File: src/rtl/ft_alu_pkg.sv
// Shared helpers for the fault-tolerant ALU: TMR majority and select classification.
// No ports; imported by the select voter and, later, by the ALU datapath voters.
package ft_alu_pkg;

  localparam int unsigned VEC_W = 32;

  typedef enum logic [1:0] {
    SEL_OK     = 2'd0,
    SEL_CORR   = 2'd1,
    SEL_UNCORR = 2'd2
  } sel_class_e;

  function automatic logic [VEC_W-1:0] maj3(
    input logic [VEC_W-1:0] a,
    input logic [VEC_W-1:0] b,
    input logic [VEC_W-1:0] c
  );
    return (a & b) | (a & c) | (b & c);
  endfunction

  // Callers zero-extend narrower selects, so the unused upper
  // bits agree across copies and never create a mismatch.
  function automatic sel_class_e sel_class(
    input logic [VEC_W-1:0] a,
    input logic [VEC_W-1:0] b,
    input logic [VEC_W-1:0] c,
    input int unsigned      n_in
  );
    logic [VEC_W-1:0] v;
    logic             mis;
    logic             unc;
    v   = maj3(a, b, c);
    mis = (a != b) || (a != c);
    unc = ((a != b) && (a != c) && (b != c)) || (v >= n_in);
    if (unc)      return SEL_UNCORR;
    else if (mis) return SEL_CORR;
    else          return SEL_OK;
  endfunction

endpackage

File: src/rtl/mux_nx1_tmr_if.sv
// Data/select/handshake bundle of the TMR selector.
// master drives IN_DATA, SEL_A/B/C, IN_VALID, OUT_READY; slave drives the rest.
interface mux_nx1_tmr_if #(
  parameter int WIDTH = 8,
  parameter int N_IN  = 4
);
  localparam int SEL_W = $clog2(N_IN);

  logic [N_IN*WIDTH-1:0] IN_DATA;
  logic [SEL_W-1:0]      SEL_A;
  logic [SEL_W-1:0]      SEL_B;
  logic [SEL_W-1:0]      SEL_C;
  logic                  IN_VALID;
  logic                  IN_READY;
  logic [WIDTH-1:0]      OUT_DATA;
  logic                  OUT_VALID;
  logic                  OUT_READY;

  modport master (
    output IN_DATA, SEL_A, SEL_B, SEL_C, IN_VALID, OUT_READY,
    input  IN_READY, OUT_DATA, OUT_VALID
  );

  modport slave (
    input  IN_DATA, SEL_A, SEL_B, SEL_C, IN_VALID, OUT_READY,
    output IN_READY, OUT_DATA, OUT_VALID
  );
endinterface

File: src/rtl/tmr_sel_voter.sv
// Combinational majority vote of three select copies plus fault classification.
// Ports: sel_a/b/c in, vsel voted select, corr/uncorr classification out.
module tmr_sel_voter
  import ft_alu_pkg::*;
#(
  parameter int SEL_W = 2,
  parameter int N_IN  = 4
) (
  input  logic [SEL_W-1:0] sel_a,
  input  logic [SEL_W-1:0] sel_b,
  input  logic [SEL_W-1:0] sel_c,
  output logic [SEL_W-1:0] vsel,
  output logic             corr,
  output logic             uncorr
);
  localparam int unsigned NI = N_IN;

  logic [VEC_W-1:0] a, b, c;
  sel_class_e       cls;

  assign a = VEC_W'(sel_a);
  assign b = VEC_W'(sel_b);
  assign c = VEC_W'(sel_c);

  assign vsel   = SEL_W'(maj3(a, b, c));
  assign cls    = sel_class(a, b, c, NI);
  assign corr   = (cls == SEL_CORR);
  assign uncorr = (cls == SEL_UNCORR);
endmodule

File: src/rtl/mux_nx1_tmr.sv
// Registered N:1 selector with TMR-voted select and a one-entry valid/ready stage.
// Ports: CLK, RST (async high), bus (slave), CLR_FAULT, FAULT, UNCORR, FAULT_CNT.
module mux_nx1_tmr
  import ft_alu_pkg::*;
#(
  parameter int WIDTH = 8,
  parameter int N_IN  = 4,
  parameter int CNT_W = 8
) (
  input  logic             CLK,
  input  logic             RST,
  mux_nx1_tmr_if.slave     bus,
  input  logic             CLR_FAULT,
  output logic             FAULT,
  output logic             UNCORR,
  output logic [CNT_W-1:0] FAULT_CNT
);
  localparam int SEL_W = $clog2(N_IN);

  logic [SEL_W-1:0] vsel;
  logic             corr;
  logic             uncorr;
  logic [WIDTH-1:0] sel_data;
  logic             accept;
  logic             log_ev;

  tmr_sel_voter #(
    .SEL_W (SEL_W),
    .N_IN  (N_IN)
  ) u_voter (
    .sel_a  (bus.SEL_A),
    .sel_b  (bus.SEL_B),
    .sel_c  (bus.SEL_C),
    .vsel   (vsel),
    .corr   (corr),
    .uncorr (uncorr)
  );

  // Loop decode keeps out-of-range selects from indexing past IN_DATA.
  always_comb begin
    sel_data = '0;
    for (int k = 0; k < N_IN; k++) begin
      if (vsel == SEL_W'(k)) sel_data = bus.IN_DATA[k*WIDTH +: WIDTH];
    end
  end

  assign bus.IN_READY = !bus.OUT_VALID || bus.OUT_READY;
  assign accept       = bus.IN_VALID && bus.IN_READY;
  assign log_ev       = accept && (corr || uncorr);

  always_ff @(posedge CLK or posedge RST) begin
    if (RST) begin
      bus.OUT_DATA  <= '0;
      bus.OUT_VALID <= 1'b0;
    end else if (accept) begin
      bus.OUT_DATA  <= uncorr ? '0 : sel_data;
      bus.OUT_VALID <= 1'b1;
    end else if (bus.OUT_READY) begin
      bus.OUT_VALID <= 1'b0;
    end
  end

  // A clear coinciding with a logged event keeps only that event.
  always_ff @(posedge CLK or posedge RST) begin
    if (RST) begin
      FAULT     <= 1'b0;
      UNCORR    <= 1'b0;
      FAULT_CNT <= '0;
    end else if (log_ev) begin
      FAULT  <= corr || (FAULT && !CLR_FAULT);
      UNCORR <= uncorr || (UNCORR && !CLR_FAULT);
      if (CLR_FAULT)       FAULT_CNT <= CNT_W'(1);
      else if (!(&FAULT_CNT)) FAULT_CNT <= FAULT_CNT + CNT_W'(1);
    end else if (CLR_FAULT) begin
      FAULT     <= 1'b0;
      UNCORR    <= 1'b0;
      FAULT_CNT <= '0;
    end
  end
endmodule

File: src/flat_wrapper.sv
// flat-port wrapper written by rule: the top's interface ports become plain ports
module mux_nx1_tmr_flat import ft_alu_pkg::*;
#(
  parameter int WIDTH = 8,
  parameter int N_IN  = 4,
  parameter int CNT_W = 8
)
  (CLK, RST, CLR_FAULT, FAULT, UNCORR, FAULT_CNT, bus_IN_DATA, bus_SEL_A, bus_SEL_B, bus_SEL_C, bus_IN_VALID, bus_OUT_READY, bus_IN_READY, bus_OUT_DATA, bus_OUT_VALID);
  mux_nx1_tmr_if #(.WIDTH(WIDTH), .N_IN(N_IN)) bus_i ();
  input  logic CLK;
  input  logic RST;
  input  logic CLR_FAULT;
  output logic FAULT;
  output logic UNCORR;
  output logic [CNT_W-1:0] FAULT_CNT;
  input wire logic [$bits(bus_i.IN_DATA)-1:0] bus_IN_DATA;
  input wire logic [$bits(bus_i.SEL_A)-1:0] bus_SEL_A;
  input wire logic [$bits(bus_i.SEL_B)-1:0] bus_SEL_B;
  input wire logic [$bits(bus_i.SEL_C)-1:0] bus_SEL_C;
  input wire logic [$bits(bus_i.IN_VALID)-1:0] bus_IN_VALID;
  input wire logic [$bits(bus_i.OUT_READY)-1:0] bus_OUT_READY;
  output wire logic [$bits(bus_i.IN_READY)-1:0] bus_IN_READY;
  output wire logic [$bits(bus_i.OUT_DATA)-1:0] bus_OUT_DATA;
  output wire logic [$bits(bus_i.OUT_VALID)-1:0] bus_OUT_VALID;
  assign bus_i.IN_DATA = bus_IN_DATA;
  assign bus_i.SEL_A = bus_SEL_A;
  assign bus_i.SEL_B = bus_SEL_B;
  assign bus_i.SEL_C = bus_SEL_C;
  assign bus_i.IN_VALID = bus_IN_VALID;
  assign bus_i.OUT_READY = bus_OUT_READY;
  assign bus_IN_READY = bus_i.IN_READY;
  assign bus_OUT_DATA = bus_i.OUT_DATA;
  assign bus_OUT_VALID = bus_i.OUT_VALID;
  mux_nx1_tmr #(.WIDTH(WIDTH), .N_IN(N_IN), .CNT_W(CNT_W)) u_core (.CLK(CLK), .RST(RST), .bus(bus_i), .CLR_FAULT(CLR_FAULT), .FAULT(FAULT), .UNCORR(UNCORR), .FAULT_CNT(FAULT_CNT));
endmodule
File: config.mk
export PLATFORM = sky130hd
export DESIGN_NAME = mux_nx1_tmr_flat
export DESIGN_NICKNAME = d
export VERILOG_FILES = /design/src/rtl/ft_alu_pkg.sv /design/src/rtl/mux_nx1_tmr_if.sv /design/src/rtl/tmr_sel_voter.sv /design/src/rtl/mux_nx1_tmr.sv /design/src/flat_wrapper.sv
export SDC_FILE = /design/constraint.sdc
export NUM_CORES = 1
export LEC_CHECK = 0
export BUFFER_PORTS_ARGS = -buffer_cell sky130_fd_sc_hd__buf_2
export CORE_MARGIN = 5
export CORE_UTILIZATION = 45
export CTS_CLUSTER_SIZE = 40
export DETAILED_ROUTE_END_ITERATION = 12
export PLACE_DENSITY = 0.9
export SLEW_MARGIN = 20
export SYNTH_ARGS = -nofsm -noshare
export SYNTH_HDL_FRONTEND = slang
export SYNTH_SLANG_ARGS = --single-unit
File: constraint.sdc
create_clock -name CLK -period 3.6 [get_ports CLK]
set_input_delay 0.72 -clock CLK [delete_from_list [all_inputs] [get_ports CLK]]
set_output_delay 0.72 -clock CLK [all_outputs]
set_load 0.02 [all_outputs]
==> flow_summary_export.csv <==
group,metric,value,unit
yosys,postSynthCellCount,135,
pwr,ir_worst_vdd,227.0,µV
yosys,synth_most_common_cell,"a21oi_1",
min_path,hold_depth,1,
finish,nNetsFinal,245,
timing,tns,0,ns
yosys,ys.flop_type,"dfrtp_1",
floorplanning,initial_core_util,46.35,%
timing,setup_viol,0,
cts,numCtsBuffers,3,
grt,grt_usage,16.61,%
grt,grt_pass1_wl,5409,µm
yosys,synth_mux_area_share,2.092,%
detailed_routing,drc,0,
cts,clk_pin_slew_worst_paths,0.10,ns
cts,cts_resized,0,
yosys,async_flop_share,100.0,%
cts,cts_tree,"built",
grt,antenna_found_initial,0,
yosys,yosys-top-cells-area,"dfrtp_1 38%, a21oi_1 8.4%, ha_1 7.0%",
yosys,syn_area,1256,µm²
timing,fin_skew,0.007605,ns
grt,grt_use_met2,27.33,%
pwr,power,0.5464,mW
timing,fin_crit,2.116,ns
cts,htreeDepth,1,
worst_setup_path,required,3.84,ns
place,place_ws,1.176,ns
yosys,yosys.area.top_type,"dfrtp_1",
floorplanning,die_x,62.84,µm
cts,clockRootBuffer,"clkbuf_4",
yosys,synth_top_area_share,37.85,%
grt,grt_use_met1,20.20,%
detailed_routing,avgViaCountPerCell,5.898,
yosys,synth_edf_count,0,
yosys,syn_avg_cell_area,9.305,µm²
yosys,synth_seq_cells,19,
finish,n_antenna_cell,0,
cts,cts.sinks,19,
detailed_routing,vias,1327,
grt,use_met3,4.676,%
detailed_routing,wire_per_inst,14.60,µm
place,routabilityCongestion,0.8113,
grt,grt_pass1_vias,1259,
worst_setup_path,r2r.worst_path.cells,5,
grt,globalRouteOverflowTotal,0,
yosys,syn_nets,185,
min_path,hold_class,"flop to flop",
timing,hold_viol,0,
flow_run,maxCapViolations,0,
yosys,synth_compound_area_share,26.00,%
floorplanning,die_y,62.84,µm
cts,clk_path_buf_depth,2,
grt,grt_max_degree,20,
yosys,synth_xor_xnor_area_share,0,%
yosys,synth_top_family_by_area,"compound AO/OA/AOI/OAI gates",
cts,cts_setup_buffers,0,
worst_setup_path,crit_type,"input pin to flop",
floorplanning,core_area,2710,µm²
yosys,ys_seq_area_share,37.85,%
floorplanning,dieArea,3948,µm²
timing,worst_slew_pin_slew,0.8618,ns
place,port-buffer-count,62,
floorplanning,num_rows,19,
yosys,synth.yosys.warnings,0,
floorplanning,io_pins,63,
pwr,p_leak,0.8196,nW
pwr,p_per_area,344.1,nW/µm²
timing,period_share,58.79,%
worst_setup_path,critPathCaptureType,"flop",
detailed_routing,wirelength,3284,µm
place,hpwl,2658,µm
worst_setup_path,cp.arrival,2.36,ns
detailed_routing,dr.pass1.iters,4,
worst_setup_path,crit_path_start_kind,"input pin",
yosys,ys_types,39,
grt,grt-busiest-layer,"met2",
timing,fin_ws,1.484,ns
timing,fmax,472.5,MHz
yosys,synthAdderAreaFrac,6.972,%
detailed_routing,antenna_left,0,
timing,max_slew_margin,42.10,%
yosys,yosys.area_share.simple,22.71,%
finish,areaGrowthSynthToFinish,26.39,%
cts,clk_latency,0.30,ns
timing,slew_viol_final,0,
timing,rsz0062_at_grt,"no",
detailed_routing,drt_iter0_markers,97,
yosys,yosys-top-cells-count,"21 x a21oi_1, 19 x dfrtp_1, 18 x nand2_1",
run_status,status,"finished clean",
worst_setup_path,critPathMaxFanout,16,
finish,drive_above_1_share,39.18,%
cts,cts_hold_buf,0,
## power by group
part | switching, mW | internal [mW]
Clock | 0.0623 | 0.0431
Combinational | 0.110 | 0.0770
Sequential | 0.0169 | 0.238
Total | 0.189 | 0.358
## flip-flops by register name (all words and copies together), names as in the netlist
signal and cells:
u_core.FAULT_CNT 8, u_core.bus.OUT_DATA 8, u_core.FAULT 1, u_core.bus.OUT_VALID 1, u_core.UNCORR 1
## layer usage
layer / up-vias / part of all wire [%]
li1: 629 / -
met1: 615 / 42
met2: 77 / 46
met3: 6 / 10
met4: 0 / 1.6
met5: - / 0
## metrics by stage
step	utilization [%]	cells	hold slack (ns)	instance area, µm²
floorplan	-	135	0.5971	1256
finish	58.59	225	0.4999	1588
global placement	57.62	221	0.4709	1562
global route	58.59	225	0.5118	1588
detailed placement	57.62	221	0.4774	1562
CTS	58.59	225	0.5017	1588
## worst max-delay path, cell delays in order
cell	delay (ns)
buf_2	0.12
ha_1	0.22
nor3_2	0.72
a21oi_1	0.16
a22oi_1	0.26
a22o_1	0.15
## layout by cell type, fill, tap and decap left out, types with 4 or more instances in the layout
cell type	synthesis	layout
buf_2	2	62
a21oi_1	21	21
dfrtp_1	19	19
nand2_1	18	18
a22oi_1	8	8
a22o_1	8	8
ha_1	7	7
nor2_1	6	6
nand3_1	4	4
## path summary, 6_finish.rpt
| kind | start | endpoint | slack (ns) |
|---|---|---|---|
| min | u_core.UNCORR | u_core.UNCORR | 0.50 |
| min reg2reg | u_core.UNCORR | u_core.UNCORR | 0.50 |
| max in group asynchronous | RST | u_core.bus.OUT_DATA[1] | 2.65 |
| min in group asynchronous | RST | u_core.FAULT_CNT[3] | 0.51 |
| max reg2reg | u_core.FAULT_CNT[0] | u_core.FAULT_CNT[5] | 1.67 |
| max | bus_SEL_B[0] | u_core.bus.OUT_DATA[5] | 1.48 |
## cell type report
cell class	instances	area [µm²]
Timing Repair Buffer	62	310.3
Clock buffer	4	26.28
Sequential cell	19	475.5
Multi-Input combinational cell	106	725.7
Fill cell	250	1122
Tap cell	31	38.79
Inverter	3	11.26
## logic make-up (layout without fill, tap and decap cells)
| group | Yosys count | in the layout |
|---|---|---|
| flip-flops | 19 | 19 |
| AO/OA/AOI/OAI | 48 | 48 |
| adder cells (fa/ha/maj) | 7 | 7 |
| AND/OR/NAND/NOR | 49 | 49 |
| multiplexers | 2 | 2 |
| buffers and inverters | 10 | 69 |
(Power assumes the default switching activity.)
